--- src/rtl/flag_status_reg_pkg.sv ---
// Shared ALU definitions: opcodes, condition codes, holding-FSM states and the flag bundle.
package flag_status_reg_pkg;

  localparam logic [3:0] OP_ADD = 4'b0000;
  localparam logic [3:0] OP_SUB = 4'b0001;

  typedef enum logic [3:0] {
    CC_EQ = 4'd0,
    CC_NE = 4'd1,
    CC_CS = 4'd2,
    CC_CC = 4'd3,
    CC_MI = 4'd4,
    CC_PL = 4'd5,
    CC_VS = 4'd6,
    CC_VC = 4'd7,
    CC_HI = 4'd8,
    CC_LS = 4'd9,
    CC_GE = 4'd10,
    CC_LT = 4'd11,
    CC_GT = 4'd12,
    CC_LE = 4'd13,
    CC_AL = 4'd14,
    CC_NV = 4'd15
  } cond_e;

  typedef enum logic {
    ST_EMPTY = 1'b0,
    ST_FULL  = 1'b1
  } state_e;

  typedef struct packed {
    logic n;
    logic z;
    logic c;
    logic v;
  } flags_t;

  function automatic logic is_arith(input logic [3:0] op);
    return (op == OP_ADD) || (op == OP_SUB);
  endfunction

endpackage

--- src/rtl/flag_status_reg_if.sv ---
// Bundle of the ALU-beat handshake, flag consumer handshake and sticky-overflow signals.
interface flag_status_reg_if #(
  parameter int SIZE  = 4,
  parameter int CNT_W = 8
) ();

  logic             in_valid;
  logic             in_ready;
  logic [3:0]       alu_select;
  logic [SIZE-1:0]  result;
  logic             flag_c;
  logic             flag_v;
  logic             out_valid;
  logic             out_ready;
  logic [3:0]       flags_q;
  logic [3:0]       cond_sel;
  logic             cond_true;
  logic             sticky_v;
  logic             clr_sticky;
  logic [CNT_W-1:0] ovf_count;

  modport master (
    output in_valid, alu_select, result, flag_c, flag_v, out_ready, cond_sel, clr_sticky,
    input  in_ready, out_valid, flags_q, cond_true, sticky_v, ovf_count
  );

  modport slave (
    input  in_valid, alu_select, result, flag_c, flag_v, out_ready, cond_sel, clr_sticky,
    output in_ready, out_valid, flags_q, cond_true, sticky_v, ovf_count
  );

endinterface

--- src/rtl/flag_status_reg_cond_eval.sv ---
// Combinational condition-code evaluator over a held {N,Z,C,V} bundle.
module cond_eval
  import flag_status_reg_pkg::*;
(
  input  flags_t     flags,
  input  logic [3:0] cond_sel,
  output logic       cond_true
);

  always_comb begin
    cond_true = 1'b0;
    case (cond_e'(cond_sel))
      CC_EQ: cond_true = flags.z;
      CC_NE: cond_true = !flags.z;
      CC_CS: cond_true = flags.c;
      CC_CC: cond_true = !flags.c;
      CC_MI: cond_true = flags.n;
      CC_PL: cond_true = !flags.n;
      CC_VS: cond_true = flags.v;
      CC_VC: cond_true = !flags.v;
      CC_HI: cond_true = flags.c && !flags.z;
      CC_LS: cond_true = !flags.c || flags.z;
      CC_GE: cond_true = (flags.n == flags.v);
      CC_LT: cond_true = (flags.n != flags.v);
      CC_GT: cond_true = !flags.z && (flags.n == flags.v);
      CC_LE: cond_true = flags.z || (flags.n != flags.v);
      CC_AL: cond_true = 1'b1;
      CC_NV: cond_true = 1'b0;
    endcase
  end

endmodule

--- src/rtl/flag_status_reg.sv ---
// One-deep flag holding register with condition evaluation and a saturating sticky-overflow counter.
module flag_status_reg
  import flag_status_reg_pkg::*;
#(
  parameter int SIZE  = 4,
  parameter int CNT_W = 8
) (
  input  logic             clk,
  input  logic             rst,
  flag_status_reg_if.slave bus
);

  localparam logic [CNT_W-1:0] CNT_MAX = {CNT_W{1'b1}};
  localparam logic [CNT_W-1:0] CNT_ONE = {{(CNT_W-1){1'b0}}, 1'b1};

  state_e           state_reg, state_next;
  flags_t           flags_reg;
  logic             sticky_reg;
  logic [CNT_W-1:0] cnt_reg;

  logic   in_ready;
  logic   out_valid;
  logic   load;
  logic   arith;
  logic   count_beat;
  flags_t beat_flags;

  assign arith      = is_arith(bus.alu_select);
  assign beat_flags = '{n: bus.result[SIZE-1],
                        z: (bus.result == '0),
                        c: arith && bus.flag_c,
                        v: arith && bus.flag_v};
  assign count_beat = bus.in_valid && in_ready && arith && bus.flag_v;

  always_comb begin
    state_next = state_reg;
    in_ready   = 1'b1;
    out_valid  = 1'b0;
    load       = 1'b0;
    case (state_reg)
      ST_EMPTY: begin
        if (bus.in_valid) begin
          load       = 1'b1;
          state_next = ST_FULL;
        end
      end
      ST_FULL: begin
        out_valid = 1'b1;
        in_ready  = bus.out_ready;
        if (bus.in_valid && bus.out_ready) begin
          load = 1'b1;
        end else if (bus.out_ready) begin
          state_next = ST_EMPTY;
        end
      end
      default: state_next = ST_EMPTY;
    endcase
  end

  always_ff @(posedge clk or posedge rst) begin
    if (rst) begin
      state_reg <= ST_EMPTY;
      flags_reg <= '0;
    end else begin
      state_reg <= state_next;
      if (load) begin
        flags_reg <= beat_flags;
      end
    end
  end

  // A counting beat takes priority over a simultaneous clear, restarting the count at one.
  always_ff @(posedge clk or posedge rst) begin
    if (rst) begin
      sticky_reg <= 1'b0;
      cnt_reg    <= '0;
    end else if (count_beat) begin
      sticky_reg <= 1'b1;
      if (bus.clr_sticky) begin
        cnt_reg <= CNT_ONE;
      end else if (cnt_reg != CNT_MAX) begin
        cnt_reg <= cnt_reg + CNT_ONE;
      end
    end else if (bus.clr_sticky) begin
      sticky_reg <= 1'b0;
      cnt_reg    <= '0;
    end
  end

  cond_eval u_cond_eval (
    .flags     (flags_reg),
    .cond_sel  (bus.cond_sel),
    .cond_true (bus.cond_true)
  );

  assign bus.in_ready  = in_ready;
  assign bus.out_valid = out_valid;
  assign bus.flags_q   = flags_reg;
  assign bus.sticky_v  = sticky_reg;
  assign bus.ovf_count = cnt_reg;

endmodule

--- src/flat_wrapper.sv ---
// flat-port wrapper written by rule: the top's interface ports become plain ports
module flag_status_reg_flat import flag_status_reg_pkg::*;
#(
  parameter int SIZE  = 4,
  parameter int CNT_W = 8
)
  (clk, rst, bus_in_valid, bus_alu_select, bus_result, bus_flag_c, bus_flag_v, bus_out_ready, bus_cond_sel, bus_clr_sticky, bus_in_ready, bus_out_valid, bus_flags_q, bus_cond_true, bus_sticky_v, bus_ovf_count);
  flag_status_reg_if #(.SIZE(SIZE), .CNT_W(CNT_W)) bus_i ();
  input  logic clk;
  input  logic rst;
  input wire logic [$bits(bus_i.in_valid)-1:0] bus_in_valid;
  input wire logic [$bits(bus_i.alu_select)-1:0] bus_alu_select;
  input wire logic [$bits(bus_i.result)-1:0] bus_result;
  input wire logic [$bits(bus_i.flag_c)-1:0] bus_flag_c;
  input wire logic [$bits(bus_i.flag_v)-1:0] bus_flag_v;
  input wire logic [$bits(bus_i.out_ready)-1:0] bus_out_ready;
  input wire logic [$bits(bus_i.cond_sel)-1:0] bus_cond_sel;
  input wire logic [$bits(bus_i.clr_sticky)-1:0] bus_clr_sticky;
  output wire logic [$bits(bus_i.in_ready)-1:0] bus_in_ready;
  output wire logic [$bits(bus_i.out_valid)-1:0] bus_out_valid;
  output wire logic [$bits(bus_i.flags_q)-1:0] bus_flags_q;
  output wire logic [$bits(bus_i.cond_true)-1:0] bus_cond_true;
  output wire logic [$bits(bus_i.sticky_v)-1:0] bus_sticky_v;
  output wire logic [$bits(bus_i.ovf_count)-1:0] bus_ovf_count;
  assign bus_i.in_valid = bus_in_valid;
  assign bus_i.alu_select = bus_alu_select;
  assign bus_i.result = bus_result;
  assign bus_i.flag_c = bus_flag_c;
  assign bus_i.flag_v = bus_flag_v;
  assign bus_i.out_ready = bus_out_ready;
  assign bus_i.cond_sel = bus_cond_sel;
  assign bus_i.clr_sticky = bus_clr_sticky;
  assign bus_in_ready = bus_i.in_ready;
  assign bus_out_valid = bus_i.out_valid;
  assign bus_flags_q = bus_i.flags_q;
  assign bus_cond_true = bus_i.cond_true;
  assign bus_sticky_v = bus_i.sticky_v;
  assign bus_ovf_count = bus_i.ovf_count;
  flag_status_reg #(.SIZE(SIZE), .CNT_W(CNT_W)) u_core (.clk(clk), .rst(rst), .bus(bus_i));
endmodule
--- config.mk ---
export PLATFORM = sky130hd
export DESIGN_NAME = flag_status_reg_flat
export DESIGN_NICKNAME = d
export VERILOG_FILES = /design/src/rtl/flag_status_reg_pkg.sv /design/src/rtl/flag_status_reg_if.sv /design/src/rtl/flag_status_reg_cond_eval.sv /design/src/rtl/flag_status_reg.sv /design/src/flat_wrapper.sv
export SDC_FILE = /design/constraint.sdc
export NUM_CORES = 1
export LEC_CHECK = 0
export CAP_MARGIN = 20
export CORE_ASPECT_RATIO = 1.1
export CORE_MARGIN = 2
export CORE_UTILIZATION = 36
export DETAILED_ROUTE_END_ITERATION = 8
export PLACE_DENSITY = 0.74
export SYNTH_ARGS = -nofsm -noshare
export SYNTH_HDL_FRONTEND = slang
export SYNTH_SLANG_ARGS = --single-unit
export TNS_END_PERCENT = 5
--- constraint.sdc ---
create_clock -name clk -period 1.56 [get_ports clk]
set_input_delay 0.312 -clock clk [delete_from_list [all_inputs] [get_ports clk]]
set_output_delay 0.312 -clock clk [all_outputs]
set_load 0.02 [all_outputs]
Word-level counts from Yosys, hierarchy flattened
Index checks and enable logic that the tools add are counted.
{ "classes": {"bitwise_logic": 1, "eq_ne": 19, "n_mul": 0, "mux": 15, "n_shift": 0, "reduce_logical": 21, "div": 0, "n_lt_le_gt_ge": 0, "addsub": 1} }
{ "ops": {"columns": ["op", "count"], "rows": [
  ["$eq A4 B4 Y1 const B", 8],
  ["$mux W8", 4],
  ["$eq A4 B3 Y1 const B", 4],
  ["$pmux W1 S16", 1],
  ["$logic_not A4 Y1", 3],
  ["$add A8 B1 Y8 const B", 1],
  ["$eq A4 B1 Y1 const B", 2],
  ["$eq A4 B2 Y1 const B", 2],
  ["$logic_and A1 B1 Y1", 8],
  ["$mux W1", 8],
  ["$ne A8 B8 Y1 const B", 1],
  ["$logic_not A1 Y1", 4],
  ["$pmux W1 S2", 2],
  ["$reduce_bool A2 Y1", 2],
  ["$logic_or A1 B1 Y1", 3],
  ["$reduce_and A2 Y1", 1],
  ["$eq A1 B1 Y1", 1],
  ["$ne A1 B1 Y1", 1],
  ["$not A1 Y1", 1]
]} }
{ "word_totals": {"latchBits": 0, "reg_bits": 14, "mem_bits_rw": 0, "inputBits": 19, "n_memories": 0, "romBits": 0} }

Logic depth before layout (Yosys ltp)
Gate-level depths: netlist of run 1.
{ "logic_depth": {"word_depth": 6, "ltp_mapped": 5} }

Cells and area by module
A second synthesis of run 1 with hierarchy kept.
{ "hier_totals": {"cells_unflattened": 95, "hier_area_um2": 857.1} }
{ "by_module_without_submodules": {"columns": ["module", "area_each_um2", "cells_per_inst", "instances"], "rows": [
  ["flag_status_reg", 701.9, 72, 1],
  ["cond_eval", 155.1, 23, 1]
]} }

Least setup slack after synthesis of run 1
No wires, ideal clock.
{ "synth_timing": {"kind": "reg-to-output", "from": "register u_core.flags_reg, in the netlist u_core.bus.flags_q[0]", "to": "output port bus_cond_true", "path_buffers": 0, "required_time_ns": 1.248, "path_slack_ns": -0.235, "arrival_time_ns": 1.483, "path_stages_with_launch": 5, "cell_sequence": "dfrtp_1 > mux4_2 > nor2b_1 > a31oi_1 > xnor2_1"} }
{ "synth_between": {"elab_chain_len": 3, "elab_cells_between_ends": 6, "classes_between": "eq/ne (2); mux (1); reduce/logical (3)"} }
{ "synth_rtl": {"columns": ["element", "line_no", "source"], "rows": [
  ["start: declaration", "flag_status_reg.sv:17", "flags_t flags_reg;"],
  ["start signal: assignment", "flag_status_reg.sv:67", "flags_reg <= beat_flags;"],
  ["$ne A1 B1 Y1 / $eq A1 B1 Y1 (equally long branches)", null, null],
  ["$logic_or A1 B1 Y1 / $logic_and A1 B1 Y1 (equally long branches)", "flag_status_reg_cond_eval.sv:26, flag_status_reg_cond_eval.sv:25", null],
  ["$pmux W1 S16 (*)", "flag_status_reg_cond_eval.sv:12", "case (cond_e'(cond_sel))"],
  ["end: declaration", "flat_wrapper.sv:22", "output wire logic [$bits(bus_i.cond_true)-1:0] bus_cond_true;"]
]} }
Every way passes the cells marked *; elsewhere a longest branch is shown, timed or not.

Final worst setup path of run 1
Ends and elaborated chain as after synthesis.

==> impl_metrics.json, run 1 <==
{
  "status": "finished, violations left",
  "violations": "setup timing",
  "area_growth_pct": 77.4,
  "ir_worst_vdd_mv": 0.588,
  "crit_arrival_ps": 1750,
  "worst-r2r-cell-count": 5,
  "fmax_mhz": 485,
  "die_y_um": 52.5,
  "dp_hpwl_mm": 1.63,
  "cts_tree": "done",
  "worst_hold_path_type": "input port to asynchronous set/reset pin",
  "clk_path_buf_depth": 2,
  "finalWorstSetupSlack_ps": -502,
  "htreeDepth": 1,
  "synth_seq_cells": 14,
  "post_cts_buffers": 0,
  "yosys.area.top_type": "dfrtp_1",
  "vias": 829,
  "gp_congestion": 0.749,
  "grt_pass1_vias": 860,
  "crit_type": "register to primary output",
  "p_leak_nw": 0.650,
  "cts_made_buffers": 3,
  "layout_commonest_cell": "buf_4",
  "relSlewSlack": 0.841,
  "path_clk_slew_ps": 90,
  "power_mw": 0.846,
  "routed_via_density": 5.15,
  "r2r_end": "u_core.bus.ovf_count[5]",
  "gr-total-overflow": 0,
  "crit_start": "u_core.bus.flags_q[0]",
  "rr_startpoint": "u_core.bus.ovf_count[0]",
  "worstSetupEndpoint": "bus_cond_true",
  "pre_cts_ws_ps": -1230,
  "cp.required_ps": 1250,
  "startpoint_type": "register",
  "grt_max_degree": 15,
  "period_share": 1.32,
  "path_max_fanout": 2,
  "synth_area_um2": 771,
  "ys_seq_area_frac": 0.455,
  "ys_types": 31,
  "synth_warnings": 0,
  "synth_top_area_share": 0.455,
  "ff2ff_setup_slack_ps": 50,
  "wl_per_cell_um": 13.0,
  "worst_skew_pair.late_latency_ps": 270,
  "rows": 17,
  "drc": 0,
  "period_needed_ps": 2060,
  "start_util": 0.381,
  "postSynthAreaPerCell_um2": 9.88,
  "drtPass1Iterations": 3,
  "synthTopCellsByArea": "dfrtp_1, or4_1, nand2_1",
  "ios": 35,
  "synthesis.nets": 98,
  "fp.coreArea_um2": 2020,
  "cts-root-buf": "clkbuf_4",
  "setup_viol": 2,
  "regArea_um2": 353,
  "cp-end-kind": "primary output",
  "layout-drive-gt1-share": 0.301,
  "slew_violations": 0,
  "grtUsageTotal": 0.188,
  "antenna_found_initial": 0,
  "skew_ps": 6.63,
  "hold_viol_final": 0,
  "final_antenna_net_count": 0,
  "grt_pass1_wl_mm": 3.45,
  "die_w_um": 48.1,
  "rsz0062_at_grt": "yes",
  "final_net_count": 154,
  "p_per_area_nw_per_um2": 619,
  "largest_register_ff_count": 8,
  "final_cell_mix": "buf_4, dlygate4sd2_1, clkdlybuf4s50_1, dfrtp_1, nand2_1",
  "tightestPinTransition_ps": 236,
  "synthCells": 78,
  "cts_num_sinks": 14,
  "antennaDiodeCount": 0,
  "die_area_um2": 2530,
  "nFillCells": 175,
  "wl_mm": 2.09,
  "multiInputGateArea_um2": 475,
  "drv_cap": 0,
  "first_iter_violations": 4,
  "numPortBuffers": 33
}
## cell usage after synthesis (all sizes together)
library cell / instances
and2: 1
mux2: 1
mux4: 1
xnor2: 1
a31oi: 1
nand4: 2
o21ai: 3
o21bai: 1
or4: 6
o41ai: 2
ha: 1
o221ai: 1
and4: 2
nand2: 11
nor2: 3
a211oi: 1
nor2b: 1
dfrtp: 14
xor2: 2
nand3b: 1
inv: 2
nor3: 1
a21o: 1
nand3: 3
buf: 2
nand2b: 2
o31ai: 3
a21oi: 7
or3: 1
## through the flow
stage / cell area, um2 / instances / hold slack, ps / util / TNS, ps
after floorplan: 781 / 78 / 201 / - / -527
final: 1370 / 161 / 338 / 0.677 / -502
after CTS: 1320 / 161 / 333 / 0.653 / -575
after detailed placement: 1290 / 157 / 471 / 0.637 / -5130
after global routing: 1370 / 161 / 359 / 0.677 / -747
after global placement: 1290 / 157 / 470 / 0.637 / -4650
## where the power goes
group	switching [mW]	total [mW]	internal, mW
Clock	0.118	0.260	0.142
Sequential	0.00664	0.381	0.374
Combinational	0.0926	0.205	0.113
## metal layers
metal  GRT usage  up-vias  routed length, um
li1            -      412                  -
met1       0.243      393                876
met2       0.307       24               1110
met3      0.0345        0                103
met4      0.0631        0                  0
met5           0        -                  0
## cells by family (layout without fill, tap and decap cells)
logic type / after synthesis / count (layout) / synth area share
AO/OA/AOI/OAI: 20 / 20 / 0.166
XOR/XNOR: 3 / 3 / 0.0341
flip-flops: 14 / 14 / 0.455
buffers and inverters: 4 / 59 / 0.0211
multiplexers: 2 / 2 / 0.0438
AND/OR/NAND/NOR: 34 / 34 / 0.265
adder cells (fa/ha/maj): 1 / 1 / 0.0162
## area by class of cell
| cell class | count | share of cell area |
|---|---|---|
| clock buffers | 4 | 0.0265 |
| well taps | 28 | 0.0256 |
| flip-flops and latches | 14 | 0.258 |
| inverters | 2 | 0.00549 |
| repair buffers | 53 | 0.337 |
| multi-input cells | 60 | 0.348 |
## worst min path at each step
stage	startpoint	to	slack, ps	cells past startpoint
after floorplan	rst	u_core.bus.flags_q[1]	200	1
after global placement	u_core.bus.sticky_v	u_core.bus.sticky_v	470	1
after detailed placement	u_core.bus.sticky_v	u_core.bus.sticky_v	470	1
after CTS	rst	u_core.bus.ovf_count[5]	330	3
after global routing	rst	u_core.bus.ovf_count[6]	360	3
final	rst	u_core.bus.ovf_count[5]	340	3
## worst max-delay path, stage by stage (launching register included)
cell,delay [ps]
dfrtp_2,410
mux4_2,470
nor2b_4,150
a31oi_4,160
xnor2_2,130
buf_4,160
## repair_timing
action                                 4_1_cts  5_1_grt
hold buffers                                 0        0
endpoints found under the hold margin        0        0
resized for setup                           28        9
pin swaps                                    3        4
setup endpoints to repair                   21       10
Power figures use the tool's default switching activity.
==> inputs of run 2 (changes only) <==
Settings changed: SETUP_SLACK_MARGIN from default to 0.02.
==> impl_metrics.json, run 2 (same netlist as run 1, synthesis figures left out) <==
{
  "rows": 17,
  "relSlewSlack": 0.841,
  "share_comb_of_total_power": 0.242,
  "dp_hpwl_mm": 1.63,
  "critical-path-max-stage-delay_ps": 470,
  "path_max_fanout": 2,
  "final_net_count": 154,
  "cts_tree": "done",
  "nFillCells": 174,
  "fmax_mhz": 485,
  "numPortBuffers": 33,
  "skew_ps": 7.03,
  "die_area_um2": 2530,
  "cts-root-buf": "clkbuf_4",
  "p_leak_nw": 0.637,
  "postCtsHoldBufs": 0,
  "drv_cap": 0,
  "htreeDepth": 1,
  "cp-end-kind": "primary output",
  "seqPwrFrac": 0.451,
  "grtUsageTotal": 0.188,
  "crit_start": "u_core.bus.flags_q[0]",
  "wl_mm": 2.12,
  "p_per_area_nw_per_um2": 618,
  "grt_pass1_wl_mm": 3.45,
  "layout-drive-gt1-share": 0.308,
  "die_w_um": 48.1,
  "cts_made_buffers": 3,
  "crit_type": "register to primary output",
  "violations": "setup timing",
  "cellInternalPower_mw": 0.628,
  "crit_arrival_ps": 1750,
  "crit_chain": "mux4_2 -> nor2b_4 -> a31oi_4 -> xnor2_2 -> buf_4",
  "cp_slowest_cell": "mux4_2",
  "grt_pass1_vias": 860,
  "first_iter_violations": 10,
  "ios": 35,
  "period_share": 1.32,
  "cts_num_sinks": 14,
  "startpoint_type": "register",
  "drc": 0,
  "p_switching_mw": 0.217,
  "setup_viol": 2,
  "worst_skew_pair.late_latency_ps": 270,
  "rr_startpoint": "u_core.bus.ovf_count[2]",
  "worst_hold_path_type": "input port to asynchronous set/reset pin",
  "start_util": 0.381,
  "die_y_um": 52.5,
  "antennaDiodeCount": 0,
  "routed_via_density": 5.21,
  "final_antenna_net_count": 0,
  "tightestPinTransition_ps": 236,
  "design_area_um2": 1370,
  "critical-path-top-delay-family": "multiplexers",
  "final_cell_mix": "buf_4, dlygate4sd2_1, clkdlybuf4s50_1, dfrtp_1, nand2_1",
  "area_growth_pct": 77.6,
  "largest_register_ff_count": 8,
  "rsz0062_at_grt": "yes",
  "period_needed_ps": 2060,
  "cp.required_ps": 1250,
  "antenna_found_initial": 0,
  "path_clk_slew_ps": 90,
  "grt_max_degree": 15,
  "drtPass1Iterations": 4,
  "slew_violations": 0,
  "status": "finished, violations left",
  "layout_commonest_cell": "buf_4",
  "crit_buf_inv": 1,
  "wl_per_cell_um": 13.1,
  "gp_congestion": 0.749,
  "clk_path_buf_depth": 2,
  "finalWorstSetupSlack_ps": -502,
  "gr-total-overflow": 0,
  "ir_worst_vdd_mv": 0.588,
  "switching_share": 0.257,
  "fp.coreArea_um2": 2020,
  "placed_cell_area_um2": 1290,
  "hold_viol_final": 0,
  "vias": 839,
  "pwr-share-clk": 0.307,
  "power_mw": 0.846,
  "post_cts_buffers": 0,
  "fin_util": 0.677
}
[run 2: cell type report]
| cell class | count | area, um2 | area share |
|---|---|---|---|
| Multi-Input combinational cell | 60 | 480 | 0.351 |
| Sequential cell | 14 | 353 | 0.258 |
| Timing Repair Buffer | 53 | 457 | 0.334 |
| Tap cell | 28 | 35.0 | 0.0256 |
| Clock buffer | 4 | 36.3 | 0.0265 |
| Inverter | 2 | 7.51 | 0.00548 |
[run 2: worst reg2reg max path, stage by stage (launching register included)]
cell and delay, ps:
dfrtp_1 470, and4_1 220, nand2_1 70, or4_1 510, a21oi_1 170
[run 2: worst paths after layout]
check                                          end  slack [ps]  depth (start not counted)
max                                  bus_cond_true        -500                          5
min                        u_core.bus.ovf_count[5]         340                          3
max reg2reg                u_core.bus.ovf_count[5]          50                          4
min reg2reg                    u_core.bus.sticky_v         480                          1
max in group asynchronous    u_core.bus.flags_q[3]        1030                          3
min in group clk               u_core.bus.sticky_v         480                          1
[run 2: metal layers]
layer  GRT usage  part of all wire  vias up
met5           0                 0        -
met4      0.0631                 0        0
met3      0.0345             0.052        0
met2       0.307              0.53       30
met1       0.243              0.42      398
li1            -                 -      411
[run 2: power by group through the flow]
stage          Combinational (mW)  Sequential (mW)  Clock [mW]
3_5_place_dp                0.206            0.388           0
3_3_place_gp                0.200            0.387           0
2_1_floorplan              0.0626            0.405           0
4_1_cts                     0.194            0.381       0.268
6_report                    0.205            0.381       0.260
5_1_grt                     0.221            0.383       0.282
[run 2: timing repair]
| item | in CTS | in global routing |
|---|---|---|
| gates resized for setup | 29 | 9 |
| pin swaps | 3 | 4 |
| setup endpoints to repair | 24 | 9 |
[run 2: stage by stage]
step	setup slack [ps]	hold WS, ps	TNS, ps	instances
6_report	-502	340	-503	161
2_1_floorplan	-201	201	-527	78
3_5_place_dp	-1230	471	-5130	157
3_3_place_gp	-1190	470	-4650	157
5_1_grt	-567	359	-747	161
4_1_cts	-561	333	-575	161
==> patch 1 (flow settings as in run 1) <==
`SIZE` is set to 4 in 3 places; all go to 8.
--- a/src/rtl/flag_status_reg_if.sv
+++ b/src/rtl/flag_status_reg_if.sv
@@ -1,6 +1,6 @@
 // Bundle of the ALU-beat handshake, flag consumer handshake and sticky-overflow signals.
 interface flag_status_reg_if #(
-  parameter int SIZE  = 4,
+  parameter int SIZE  = 8,
   parameter int CNT_W = 8
 ) ();
 
--- a/src/rtl/flag_status_reg.sv
+++ b/src/rtl/flag_status_reg.sv
@@ -2,7 +2,7 @@
 module flag_status_reg
   import flag_status_reg_pkg::*;
 #(
-  parameter int SIZE  = 4,
+  parameter int SIZE  = 8,
   parameter int CNT_W = 8
 ) (
   input  logic             clk,
--- a/src/flat_wrapper.sv
+++ b/src/flat_wrapper.sv
@@ -1,7 +1,7 @@
 // flat-port wrapper written by rule: the top's interface ports become plain ports
 module flag_status_reg_flat import flag_status_reg_pkg::*;
 #(
-  parameter int SIZE  = 4,
+  parameter int SIZE  = 8,
   parameter int CNT_W = 8
 )
   (clk, rst, bus_in_valid, bus_alu_select, bus_result, bus_flag_c, bus_flag_v, bus_out_ready, bus_cond_sel, bus_clr_sticky, bus_in_ready, bus_out_valid, bus_flags_q, bus_cond_true, bus_sticky_v, bus_ovf_count);
Ports: changed (resized bus_result); port bits go from 35 to 39. No check against the original RTL was run, so the function may have changed too.
==> patch 1 against run 1 <==
The flow still finishes with violations (negative setup slack). Cell area rose by 1.4%. Count of clock-buffer cells in the layout did not move. Sequential cell count did not move. First-iteration DRC count rose to 4.0 times the old value. Clock skew fell by 0.0022 ns. Total power rose by 0.68%. Setup slack barely moved. Wire length rose by 4.0%. Area after synthesis rose by 0.16%. Highest routed layer is now met4.
==> patch 1: results (changes against run 1) <==
Outcome = complete, but fails checks (unchanged)
Failing checks = negative setup slack (unchanged)
Mapped Nets = 102 (was 98)
Reg-to-reg slack, setup = 0.01 ns (was 0.05 ns)
Worst slack at placement = -1.23 ns (about the same)
Mean Syn Cell Area = 9.90 um2 (was 9.88 um2)
Clock Tree Buf Depth = 2 (unchanged)
Area occupied by multi-input gates = 464 um2 (was 475 um2)
PortBufs = 37 (was 33)
Leakage = 0.000648 uW (was 0.000650 uW)
Worst Skew = 0.00443 ns (was 0.00663 ns)
Layout Nets = 161 (was 154)
Global-route wire length before repair = 3.55 mm (was 3.45 mm)
Cell variety after synth = 33 (was 31)
Slowest cell on crit path = mux4_2 (unchanged)
Fillers = 172 (was 175)
Relative slew slack = 80.5% (was 84.1%)
Yosys top cell area share = 45.4% (was 45.5%)
DP Wirelength = 1.69 mm (was 1.63 mm)
Vias = 834 (was 829)
Vias in the first global route = 859 (was 860)
Setup violators final = 2 (unchanged)
FMAX = 485 MHz (about the same)
Setup TNS = -0.583 ns (was -0.502 ns)
Critical R2R Launch = u_core.bus.ovf_count[0]$_DFFE_PP0P_ (unchanged)
Hold_ws = 0.305 ns (was 0.338 ns)
Post-synthesis sequential area ratio = 45.4% (was 45.5%)
Global-route usage over all layers = 20.0% (was 18.8%)
Layout cells sized above 1 = 28.7% (was 30.1%)
Setup ws final = -0.501 ns (was -0.502 ns)
Post-DP Area = 0.00132 mm2 (was 0.00129 mm2)
Htree depth = 1 (unchanged)
Initial DRT Pass Iterations = 4 (was 3)
Clock latency on the worst-skew pair = 0.29 ns (was 0.27 ns)
Top post-synthesis cells by area = dfrtp_1, nand2_1, a21oi_1 (was dfrtp_1, or4_1, nand2_1)
DRT iter0 DRCs = 16 (was 4)
Routed len/inst = 13.3 um (was 13.0 um)
Final wirelength = 2.18 mm (was 2.09 mm)
-- patch 1: changes by cell type in the layout (fill, tap and decap cells not counted), sizes merged, moves of 2 or more --
cell           delta
a21oi             -2
or4               -3
nor4              +3
clkdlybuf4s50     +5
-- patch 1: worst max-delay path by stage --
stage	start	endpoint	slack, ns	depth (start not counted)
after CTS	u_core.bus.flags_q[0]$_DFFE_PP0P_	bus_cond_true	-0.57	5
after detailed placement	bus_cond_sel[1]	bus_cond_true	-1.23	6
after global placement	bus_cond_sel[1]	bus_cond_true	-1.19	6
after floorplan	u_core.bus.flags_q[2]$_DFFE_PP0P_	bus_cond_true	-0.20	4
after global routing	u_core.bus.flags_q[0]$_DFFE_PP0P_	bus_cond_true	-0.59	5
final	u_core.bus.flags_q[0]$_DFFE_PP0P_	bus_cond_true	-0.50	5
-- patch 1: final cells by class --
cell class	instances	area share, %
inverter	2	0.542
clock buffer	4	2.62
tap	28	2.53
multi-input combinational	60	33.5
sequential	14	25.5
timing repair buffer	56	35.4
-- patch 1: routing by layer --
layer | track usage (%) | wire (um) | vias up
met4 | 8.11 | 21 | 0
met1 | 23.3 | 836 | 380
met3 | 5.52 | 190 | 4
met5 | 0 | 0 | -
li1 | - | - | 411
met2 | 33.3 | 1130 | 39
-- patch 1: where the power goes --
part / leakage [uW] / total, uW / switching [uW] / internal, uW
registers: 0.000187 / 379 / 5.93 / 373
logic: 0.000440 / 207 / 90.2 / 117
clock network: 0.0000210 / 266 / 123 / 142
total: 0.000648 / 852 / 220 / 632
-- patch 1: kinds of logic after synthesis --
logic type                 count (synthesis)  share of synthesized area [%]
adders and majority gates                  1                           1.62
xor gates and xnor gates                   3                           3.40
AOI/OAI and AO/OA                         18                           15.4
and+or+nand+nor                           35                           26.3
muxes                                      3                           5.83
buffers and inverters                      4                           2.11
DFF                                       14                           45.4
==> patch 2 (settings of run 1) <==
Made on the original files. Make the reset (`rst`) synchronous in 2 clocked blocks.
--- a/src/rtl/flag_status_reg.sv
+++ b/src/rtl/flag_status_reg.sv
@@ -57,7 +57,7 @@
     endcase
   end
 
-  always_ff @(posedge clk or posedge rst) begin
+  always_ff @(posedge clk) begin
     if (rst) begin
       state_reg <= ST_EMPTY;
       flags_reg <= '0;
@@ -70,7 +70,7 @@
   end
 
   // A counting beat takes priority over a simultaneous clear, restarting the count at one.
-  always_ff @(posedge clk or posedge rst) begin
+  always_ff @(posedge clk) begin
     if (rst) begin
       sticky_reg <= 1'b0;
       cnt_reg    <= '0;
Behaviour: differs if rst is asserted again (counterexample within 4 cycles, from zero or initial values and one cycle with rst high); with rst held inactive, the same outputs for 10 cycles.
==> patch 2 against run 1 <==
Sequential share of layout area fell by 6.4 points. Clock skew down 0.0025 ns. Wire length grew 22%. Combinational power decreased by 13%. Die area up 10%. Cell area is 9.0% higher. Largest power group unchanged. Sequential cell count stayed put. First-iteration DRC count grew to 3.8 times the old value. Total power decreased by 4.1%. Area after synthesis increased by 11%. Critical endpoint unchanged. Setup slack gained 0.22 ns. Worst hold slack better by 0.15 ns. The run still ends with negative setup slack left. Sequential power decreased by 4%.
==> patch 2: results (changes against run 1) <==
Root Driver = clkbuf_4 (unchanged)
Top post-synthesis cells by area = dfxtp_1, a21oi_1, nand3_1 (was dfrtp_1, or4_1, nand2_1)
Critical R2R Launch = u_core.bus.ovf_count[1]$_SDFFE_PP0P_ (was u_core.bus.ovf_count[0]$_DFFE_PP0P_)
Hold Crit Depth = 2
Post-synthesis sequential area ratio = 32.8% (was 45.5%)
Largest net degree at the start of global routing = 10 (was 15)
Fin cells = 194 (was 161)
Mapped Nets = 127 (was 98)
Routed wl met2 = 1.25 mm (was 1.11 mm)
Global-route usage over all layers = 20.4% (was 18.8%)
Leakage = 0.000673 uW (was 0.000650 uW)
Top delay family on crit path = compound AO/OA/AOI/OAI gates (was multiplexers)
Worst vdd ir = 0.000512 V (was 0.000588 V)
Worst setup path startpoint = u_core.bus.flags_q[1]$_SDFFE_PP0P_ (was u_core.bus.flags_q[0]$_DFFE_PP0P_)
Max FO, Critical Path = 4 (was 2)
Post-DP Area = 0.00140 mm2 (was 0.00129 mm2)
Failing checks = negative setup slack (unchanged)
DP Wirelength = 2.02 mm (was 1.63 mm)
Max layer used = met4 (was met3)
Layout cells sized above 1 = 27.4% (was 30.1%)
Met3 Wirelength = 146 um (was 103 um)
P_sw = 209 uW (was 218 uW)
Worst slew pin tran = 0.451 ns (was 0.236 ns)
Outcome = complete, but fails checks (unchanged)
M1 wire length = 1.09 mm (was 876 um)
Reg-to-reg slack, setup = 0.10 ns (was 0.05 ns)
Fillers = 201 (was 175)
Setup violators final = 4 (was 2)
Inserted Diodes = 0 (unchanged)
Global-route wire length before repair = 4.37 mm (was 3.45 mm)
Vias in the first global route = 1036 (was 860)
Hold_ws = 0.486 ns (was 0.338 ns)
Ys async rst share = 0% (was 100%)
Final wirelength = 2.56 mm (was 2.09 mm)
Slowest cell on crit path = dfxtp_2 (was mux4_2)
Cell variety after synth = 36 (was 31)
R2r endpoint = u_core.bus.ovf_count[3]$_SDFFE_PP0P_ (was u_core.bus.ovf_count[5]$_DFFE_PP0P_)
Clock group = 266 uW (was 260 uW)
DRT iter0 DRCs = 15 (was 4)
Worst slack at placement = -0.839 ns (was -1.23 ns)
Combinational Power = 178 uW (was 205 uW)
Synth top cells by count = dfxtp_1, a21oi_1, nand2_1, nand3_1, nor2_1 (was dfrtp_1, nand2_1, a21oi_1, or4_1)
Worst Skew = 0.00408 ns (was 0.00663 ns)
Pwr Density = 545 mW/mm2 (was 619 mW/mm2)
Post-synthesis cell count = 107 (was 78)
Setup ws final = -0.281 ns (was -0.502 ns)
Routability cong. = 0.902 (was 0.749)
Clock Tree Buf Depth = 2 (unchanged)
Crit path required time = 1.25 ns (about the same)
Delay of the slowest critical-path stage = 0.34 ns (was 0.47 ns)
Worst Hold Class = reg2reg (was in2async)
Setup TNS = -0.436 ns (was -0.502 ns)
Detail-routed via count per cell = 5.39 (was 5.15)
Initial DRT Pass Iterations = 4 (was 3)
-- patch 2: cell count changes after synthesis, moves of 3 or more --
cell,delta
a21oi_1,+3
clkbuf_1,+4
dfrtp_1,-14
dfxtp_1,+14
mux2i_1,+3
nand3_1,+4
nand4_1,+3
nor2_1,+3
nor3b_1,+3
nor4_1,+3
or4_1,-5
-- patch 2: layout make-up --
| cell class | count | area, um2 | share of cell area, % |
|---|---|---|---|
| Timing Repair Buffer | 58 | 504 | 33.8 |
| Tap cell | 30 | 37.5 | 2.52 |
| Clock buffer | 4 | 36.3 | 2.43 |
| Inverter | 4 | 15.0 | 1.01 |
| Multi-Input combinational cell | 84 | 608 | 40.8 |
| Sequential cell | 14 | 289 | 19.4 |
-- patch 2: cells by family (layout without fill, tap and decap cells) --
group	after synthesis	count (layout)	share of synthesized area, %
and+or+nand+nor	50	50	34.7
AOI/OAI and AO/OA	28	28	21.4
DFF	14	14	32.8
buffers and inverters	9	66	4.10
muxes	3	3	3.51
xor gates and xnor gates	2	2	2.05
adders and majority gates	1	1	1.46
-- patch 2: repair_timing --
item / in CTS / in global routing
gates resized for setup: 34 / 10
hold buffers: 0 / 0
endpoints found under the hold margin: 0 / 0
pin swaps: 7 / 2
buffers inserted: 0 / 0
endpoints found under the setup margin: 23 / 12
-- patch 2: worst max-delay path by stage --
stage,endpoint,slack (ns),depth (start not counted)
final,bus_cond_true,-0.28,5
after global routing,bus_cond_true,-0.36,5
after CTS,bus_cond_true,-0.29,5
after detailed placement,bus_cond_true,-0.84,6
after global placement,bus_cond_true,-0.82,7
after floorplan,bus_cond_true,-0.003,5
-- patch 2: per-layer routing --
layer	up-vias	track usage [%]
met5	-	0
met2	33	39.3
li1	524	-
met4	0	9.01
met3	10	3.23
met1	478	22.6
